<file path="src/rtl/alu_pkg.sv">
// Shared ALU opcode constants and execute-stage FSM encodings.
// Latency: n/a (declarations only).
// Backpressure: n/a.
package alu_pkg;

    localparam logic [3:0] ALU_ADD  = 4'b0000;
    localparam logic [3:0] ALU_SUB  = 4'b0001;
    localparam logic [3:0] ALU_XOR  = 4'b0010;
    localparam logic [3:0] ALU_OR   = 4'b0011;
    localparam logic [3:0] ALU_AND  = 4'b0100;
    localparam logic [3:0] ALU_SLL  = 4'b0101;
    localparam logic [3:0] ALU_SRL  = 4'b0110;
    localparam logic [3:0] ALU_BRCH = 4'b0111;
    localparam logic [3:0] ALU_JAL  = 4'b1000;
    localparam logic [3:0] ALU_LUI  = 4'b1111;

    typedef enum logic {
        ST_IDLE  = 1'b0,
        ST_SHIFT = 1'b1
    } state_t;

    // True for the two ops that may take the multi-cycle shift path.
    function automatic logic is_shift_op(input logic [3:0] op);
        return (op == ALU_SLL) || (op == ALU_SRL);
    endfunction

endpackage

</file>
<file path="src/rtl/alu_serial_shifter.sv">
// Iterative 1-bit-per-cycle logical shifter (left or right).
// Latency: shamt cycles after start; done is high during the final shift cycle.
// Backpressure: none; the owning FSM only starts it when idle and waits for done.
module alu_serial_shifter #(
    parameter int DATA_WIDTH  = 32,
    parameter int SHAMT_WIDTH = 5
) (
    input  logic                   clk,
    input  logic                   reset,
    input  logic                   start,
    input  logic                   dir_right,
    input  logic [DATA_WIDTH-1:0]  load_val,
    input  logic [SHAMT_WIDTH-1:0] shamt,
    output logic                   done,
    output logic [DATA_WIDTH-1:0]  shift_val
);

    logic [DATA_WIDTH-1:0]  acc;
    logic [SHAMT_WIDTH-1:0] cnt;
    logic                   dir_q;

    // Value the accumulator takes on the next shift; also the final result when done.
    assign shift_val = dir_q ? {1'b0, acc[DATA_WIDTH-1:1]} : {acc[DATA_WIDTH-2:0], 1'b0};
    assign done      = (cnt == SHAMT_WIDTH'(1));

    // Load on start, then shift one bit and count down until the counter empties.
    always_ff @(posedge clk) begin
        if (reset) begin
            acc   <= '0;
            cnt   <= '0;
            dir_q <= 1'b0;
        end else if (start) begin
            acc   <= load_val;
            cnt   <= shamt;
            dir_q <= dir_right;
        end else if (cnt != '0) begin
            acc <= shift_val;
            cnt <= cnt - SHAMT_WIDTH'(1);
        end
    end

endmodule

</file>
<file path="src/rtl/alu_exec_unit.sv">
// Execute-stage ALU: registered result and zero flag; ALU_EXEC_BARREL_SHIFT_EN selects a one-cycle barrel shifter.
// Latency: 1 cycle for all ops; SLL/SRL take shamt cycles on the iterative shifter (shamt==0 takes 1).
// Backpressure: ready_o drops while shifting or while a result is held with ready_i low.
module alu_exec_unit
    import alu_pkg::*;
#(
    parameter int DATA_WIDTH  = 32,
    parameter int SHAMT_WIDTH = 5
) (
    input  logic                  clk,
    input  logic                  reset,
    input  logic                  valid_i,
    output logic                  ready_o,
    input  logic [3:0]            alu_operation_i,
    input  logic [DATA_WIDTH-1:0] a_i,
    input  logic [DATA_WIDTH-1:0] b_i,
    output logic                  valid_o,
    input  logic                  ready_i,
    output logic [DATA_WIDTH-1:0] result_o,
    output logic                  zero_o,
    output logic                  busy_o
);

    logic                   accept;
    logic [SHAMT_WIDTH-1:0] shamt;
    logic [DATA_WIDTH-1:0]  op_result;
    logic                   write_res;
    logic [DATA_WIDTH-1:0]  wr_val;

    assign shamt  = b_i[SHAMT_WIDTH-1:0];
    assign accept = valid_i && ready_o;

    // Single-cycle datapath for the op presented at the input.
    always_comb begin
        op_result = '0;
        case (alu_operation_i)
            ALU_ADD:  op_result = a_i + b_i;
            ALU_SUB:  op_result = a_i - b_i;
            ALU_XOR:  op_result = a_i ^ b_i;
            ALU_OR:   op_result = a_i | b_i;
            ALU_AND:  op_result = a_i & b_i;
`ifdef ALU_EXEC_BARREL_SHIFT_EN
            ALU_SLL:  op_result = a_i << shamt;
            ALU_SRL:  op_result = a_i >> shamt;
`else
            // Only reached with shamt==0; nonzero amounts go through the serial shifter.
            ALU_SLL,
            ALU_SRL:  op_result = a_i;
`endif
            ALU_BRCH: op_result = a_i - b_i;
            ALU_JAL:  op_result = a_i + DATA_WIDTH'(4);
            ALU_LUI:  op_result = b_i;
            default:  op_result = '0;
        endcase
    end

`ifdef ALU_EXEC_BARREL_SHIFT_EN
    assign busy_o  = 1'b0;
    assign ready_o = !valid_o || ready_i;

    // Every accepted op writes its result on the accept edge.
    always_comb begin
        write_res = accept;
        wr_val    = op_result;
    end
`else
    state_t                state_q;
    state_t                state_d;
    logic                  start_shift;
    logic                  shift_done;
    logic [DATA_WIDTH-1:0] shift_val;

    alu_serial_shifter #(
        .DATA_WIDTH  (DATA_WIDTH),
        .SHAMT_WIDTH (SHAMT_WIDTH)
    ) u_shifter (
        .clk       (clk),
        .reset     (reset),
        .start     (start_shift),
        .dir_right (alu_operation_i == ALU_SRL),
        .load_val  (a_i),
        .shamt     (shamt),
        .done      (shift_done),
        .shift_val (shift_val)
    );

    assign busy_o  = (state_q == ST_SHIFT);
    assign ready_o = (state_q == ST_IDLE) && (!valid_o || ready_i);

    // State register; reset abandons any shift in flight.
    always_ff @(posedge clk) begin
        if (reset) begin
            state_q <= ST_IDLE;
        end else begin
            state_q <= state_d;
        end
    end

    // Next state, shifter start and result write selection.
    always_comb begin
        state_d     = state_q;
        start_shift = 1'b0;
        write_res   = 1'b0;
        wr_val      = op_result;
        case (state_q)
            ST_IDLE: begin
                if (accept) begin
                    if (is_shift_op(alu_operation_i) && (shamt != '0)) begin
                        start_shift = 1'b1;
                        state_d     = ST_SHIFT;
                    end else begin
                        write_res = 1'b1;
                    end
                end
            end
            ST_SHIFT: begin
                if (shift_done) begin
                    write_res = 1'b1;
                    wr_val    = shift_val;
                    state_d   = ST_IDLE;
                end
            end
            default: state_d = ST_IDLE;
        endcase
    end
`endif

    // Output register: a new result written on the same edge as a consume wins.
    always_ff @(posedge clk) begin
        if (reset) begin
            valid_o  <= 1'b0;
            result_o <= '0;
            zero_o   <= 1'b0;
        end else if (write_res) begin
            valid_o  <= 1'b1;
            result_o <= wr_val;
            zero_o   <= (wr_val == '0);
        end else if (valid_o && ready_i) begin
            valid_o <= 1'b0;
        end
    end

endmodule

</file>
<file path="config.mk">
export PLATFORM = sky130hd
export DESIGN_NAME = alu_exec_unit
export DESIGN_NICKNAME = d
export VERILOG_FILES = /design/src/rtl/alu_pkg.sv /design/src/rtl/alu_serial_shifter.sv /design/src/rtl/alu_exec_unit.sv
export SDC_FILE = /design/constraint.sdc
export NUM_CORES = 1
export LEC_CHECK = 0
export ABC_CLOCK_PERIOD_IN_PS = 14400
export CORE_ASPECT_RATIO = 0.7
export CORE_MARGIN = 1
export CORE_UTILIZATION = 55
export CTS_CLUSTER_SIZE = 40
export DETAILED_ROUTE_END_ITERATION = 7
export GPL_ROUTABILITY_DRIVEN = 0
export HOLD_SLACK_MARGIN = 0.08
export PLACE_DENSITY = 0.8
export SLEW_MARGIN = 10
export SYNTH_ARGS = -nofsm -noshare
export SYNTH_HDL_FRONTEND = slang
export SYNTH_HIERARCHICAL = 1
export SYNTH_SLANG_ARGS = --single-unit
</file>
<file path="constraint.sdc">
create_clock -name clk -period 14.4 [get_ports clk]
set_input_delay 2.88 -clock clk [delete_from_list [all_inputs] [get_ports clk]]
set_output_delay 2.88 -clock clk [all_outputs]
set_load 0.01 [all_outputs]
</file>
==> metrics.cfg <==
[outcome]
status = complete, but fails checks
violations = DRC

[global_route]
grt_max_degree = 81
grt_pass1_vias = 9868
antenna_found_initial = 2
globalRouteTotalUtil_pct = 39.51
grt_pass1_wl_um = 55320
gr-total-overflow = 0

[power]
p_leak_nw = 4.201
ir_worst_vdd_mv = 0.08750
powerDensity_nw_per_um2 = 85.74
p_total_mw = 0.9394

[yosys]
ys.flop_type = dfxtp_1
yosysSeqAreaShare_pct = 15.35
synthAdderAreaFrac_pct = 13.36
synth_cell_types = 88
synth-xor-area-share_pct = 6.625
synth-edff-count = 0
synth_top_family_by_area = compound AO/OA/AOI/OAI gates
yosys.area_share.simple_pct = 25.13
synth.avg_cell_area_sq_um = 7.413
synth_area_sq_um = 9518
ys_async_sr_fraction_pct = 0
synth-compound-area-share_pct = 27.78
ys.warnings.count = 6
syn_nets = 1457
muxShareOfSynthArea_pct = 4.706
yosys_register_bits = 73
synthesis.instances = 1284

[cts]
cts_hold_buf = 0
cts_buffer_depth = 2
clock_latency_ns = 0.34
ctsHtreeMaxLevel = 3
cts_resized = 0
clock_sinks = 73
root_buffer = clkbuf_16
tritoncts = built
postCtsSetupBuffers = 0
cts_buffers = 9
clk_pin_slew_ns = 0.06

[floorplan]
dieArea_sq_um = 17840
die_w_um = 159.2
core_area_sq_um = 16590
io_pins = 108
fp-row-count = 39
start_util_pct = 57.37
die_h_um = 112.1

[layout]
num_antenna_cells = 0
fillers = 1473
fin_nets = 1501
areaGrowthSynthToFinish_pct = 15.10
final_common_cell = nand2_1
multi_input_area_sq_um = 7417
drive_above_1_share_pct = 6.677
final_cell_mix = 114 x nand2_1, 108 x nor2_1, 106 x clkdlybuf4s50_1
seq_area_sq_um = 1461

[sta]
final_max_slew_viol_count = 0
fin_crit_ns = 8.540
rsz0062_at_grt = no
tns_ns = 0
fmax_mhz = 117.1
skew_ns = 0.01344
setup_violations = 0
fin_crit_sh_pct = 59.31
relSlewSlack_pct = 34.19
worstMarginPinSlew_ns = 0.9623
hold_violations = 0

[drt]
routedWlPerCell_um = 22.74
via_per_inst = 6.948
drtIter0Drc = 1759
drtAntennaViolNets = 0
wl_um = 35430
drc = 19
firstDrtPassIters = 8
vias = 10830

[placed_design]
hpwl_um = 26920
io_buffers = 107

[worst_setup_path]
required_ns = 14.57
worstSetupPathType = in -> reg
crit_path_max_incr_delay_ns = 0.98
cp_cell_sequence = clkdlybuf4s50_1 > nor2b_1 > buf_4 > or4b_1 > o21ai_0 > inv_1 > ha_1 > nor2b_1 > o31a_1 > o21ai_1 > nand3b_1 > a21o_1 > a31oi_1 > o21ai_1 > a31oi_1 > or4b_1 > a21oi_1 > a2111oi_0 > a211oi_1
path_buf_inv = 3
crit_path_start_kind = input port
crit_family = compound AO/OA/AOI/OAI gates
worstPathArrival_ns = 8.72
crit_fanout = 22
end_kind = flop
cp_slowest_cell = clkdlybuf4s50_1

[worst_hold_path]
hold_class = reg -> reg

[flow_run]
drv_cap = 0

==> kinds of logic after synthesis <==
group | after synthesis
simple gates | 449
compound gates | 377
buf+inv | 171
fa+ha+maj | 101
flops | 73
xor+xnor | 72
mux | 41
==> layer usage <==
metal / GRT usage [%] / routed length, um / up-vias
met5: 0 / 61 / -
met4: 11.28 / 891 / 4
met1: 54.51 / 14480 / 4966
met2: 49.77 / 12680 / 844
met3: 23.95 / 7325 / 108
li1: - / - / 4903
==> flip-flops by register name, summed over array words and instances, names as in the netlist <==
signal and count:
busy_o 1, zero_o 1, u_shifter/acc 32, result_o 32
u_shifter/dir_q 1, valid_o 1, u_shifter/cnt 5
==> synthesized netlist by cell type, types with 6 or more instances <==
library cell / count / share of area, %
a211oi_1: 34 / 2.7
a21o_1: 13 / 1.0
a21oi_1: 71 / 3.7
a221oi_1: 14 / 1.3
a222oi_1: 7 / 0.74
a22o_1: 6 / 0.55
a22oi_1: 30 / 2.4
a31oi_1: 18 / 1.2
a32o_1: 6 / 0.63
a41oi_1: 6 / 0.55
and2_1: 8 / 0.53
and3_1: 16 / 1.1
buf_1: 12 / 0.47
buf_2: 10 / 0.53
clkbuf_1: 66 / 2.6
dfxtp_1: 73 / 15
ha_1: 100 / 13
inv_1: 78 / 3.1
mux2_2: 30 / 3.5
mux2i_1: 11 / 1.2
nand2_1: 114 / 4.5
nand3_1: 48 / 2.5
nand4_1: 20 / 1.3
nor2_1: 109 / 4.3
nor2b_1: 10 / 0.66
nor3_1: 34 / 1.8
nor4_1: 13 / 0.85
o211ai_1: 38 / 3.0
o21a_1: 6 / 0.47
o21ai_0: 47 / 2.5
o21ai_1: 7 / 0.37
o221ai_1: 10 / 0.92
o22ai_1: 10 / 0.66
or3_1: 7 / 0.46
or4b_1: 33 / 3.5
xnor2_1: 64 / 5.9
xor2_1: 8 / 0.74
==> report_power, final <==
part,internal (mW),total (mW),switching (mW)
Combinational,0.176,0.474,0.298
Clock,0.139,0.221,0.0822
Sequential,0.227,0.244,0.0169
Total,0.542,0.939,0.398
==> final timing paths <==
kind	depth (start not counted)	startpoint	slack, ns	end
worst max-delay path	19	alu_operation_i[1]	5.86	result_o[31]
worst min-delay path	2	result_o[8]	0.49	result_o[8]
worst max register to register	16	u_shifter/cnt[1]	9.98	zero_o
worst min register to register	2	result_o[8]	0.49	result_o[8]
==> per-stage QoR <==
stage               std cells  hold WS (ns)  area, sq um  setup slack [ns]  util, %
floorplan                1284        0.5105         9518             6.773        -
global placement         1542        0.4710        10660             5.870    64.23
detailed placement       1542        0.4825        10660             5.844    64.23
CTS                      1558        0.4977        10960             6.154    66.03
global route             1558        0.5167        10960             5.591    66.03
finish                   1558        0.4944        10960             5.860    66.03
==> cell type report <==
class,count,share of cell area [%]
clock inverter,4,0.4797
sequential,73,13.34
timing repair buffer,124,10.92
clock buffer,12,2.250
multi-input combinational,1040,67.70
tap,225,2.570
inverter,80,2.741
==> tightest hold or removal path: stages, from the launching register on <==
cell	delay, ns
dfxtp_1	0.30
nor2_1	0.09
a311oi_1	0.05
Power figures use the tool's default switching activity.
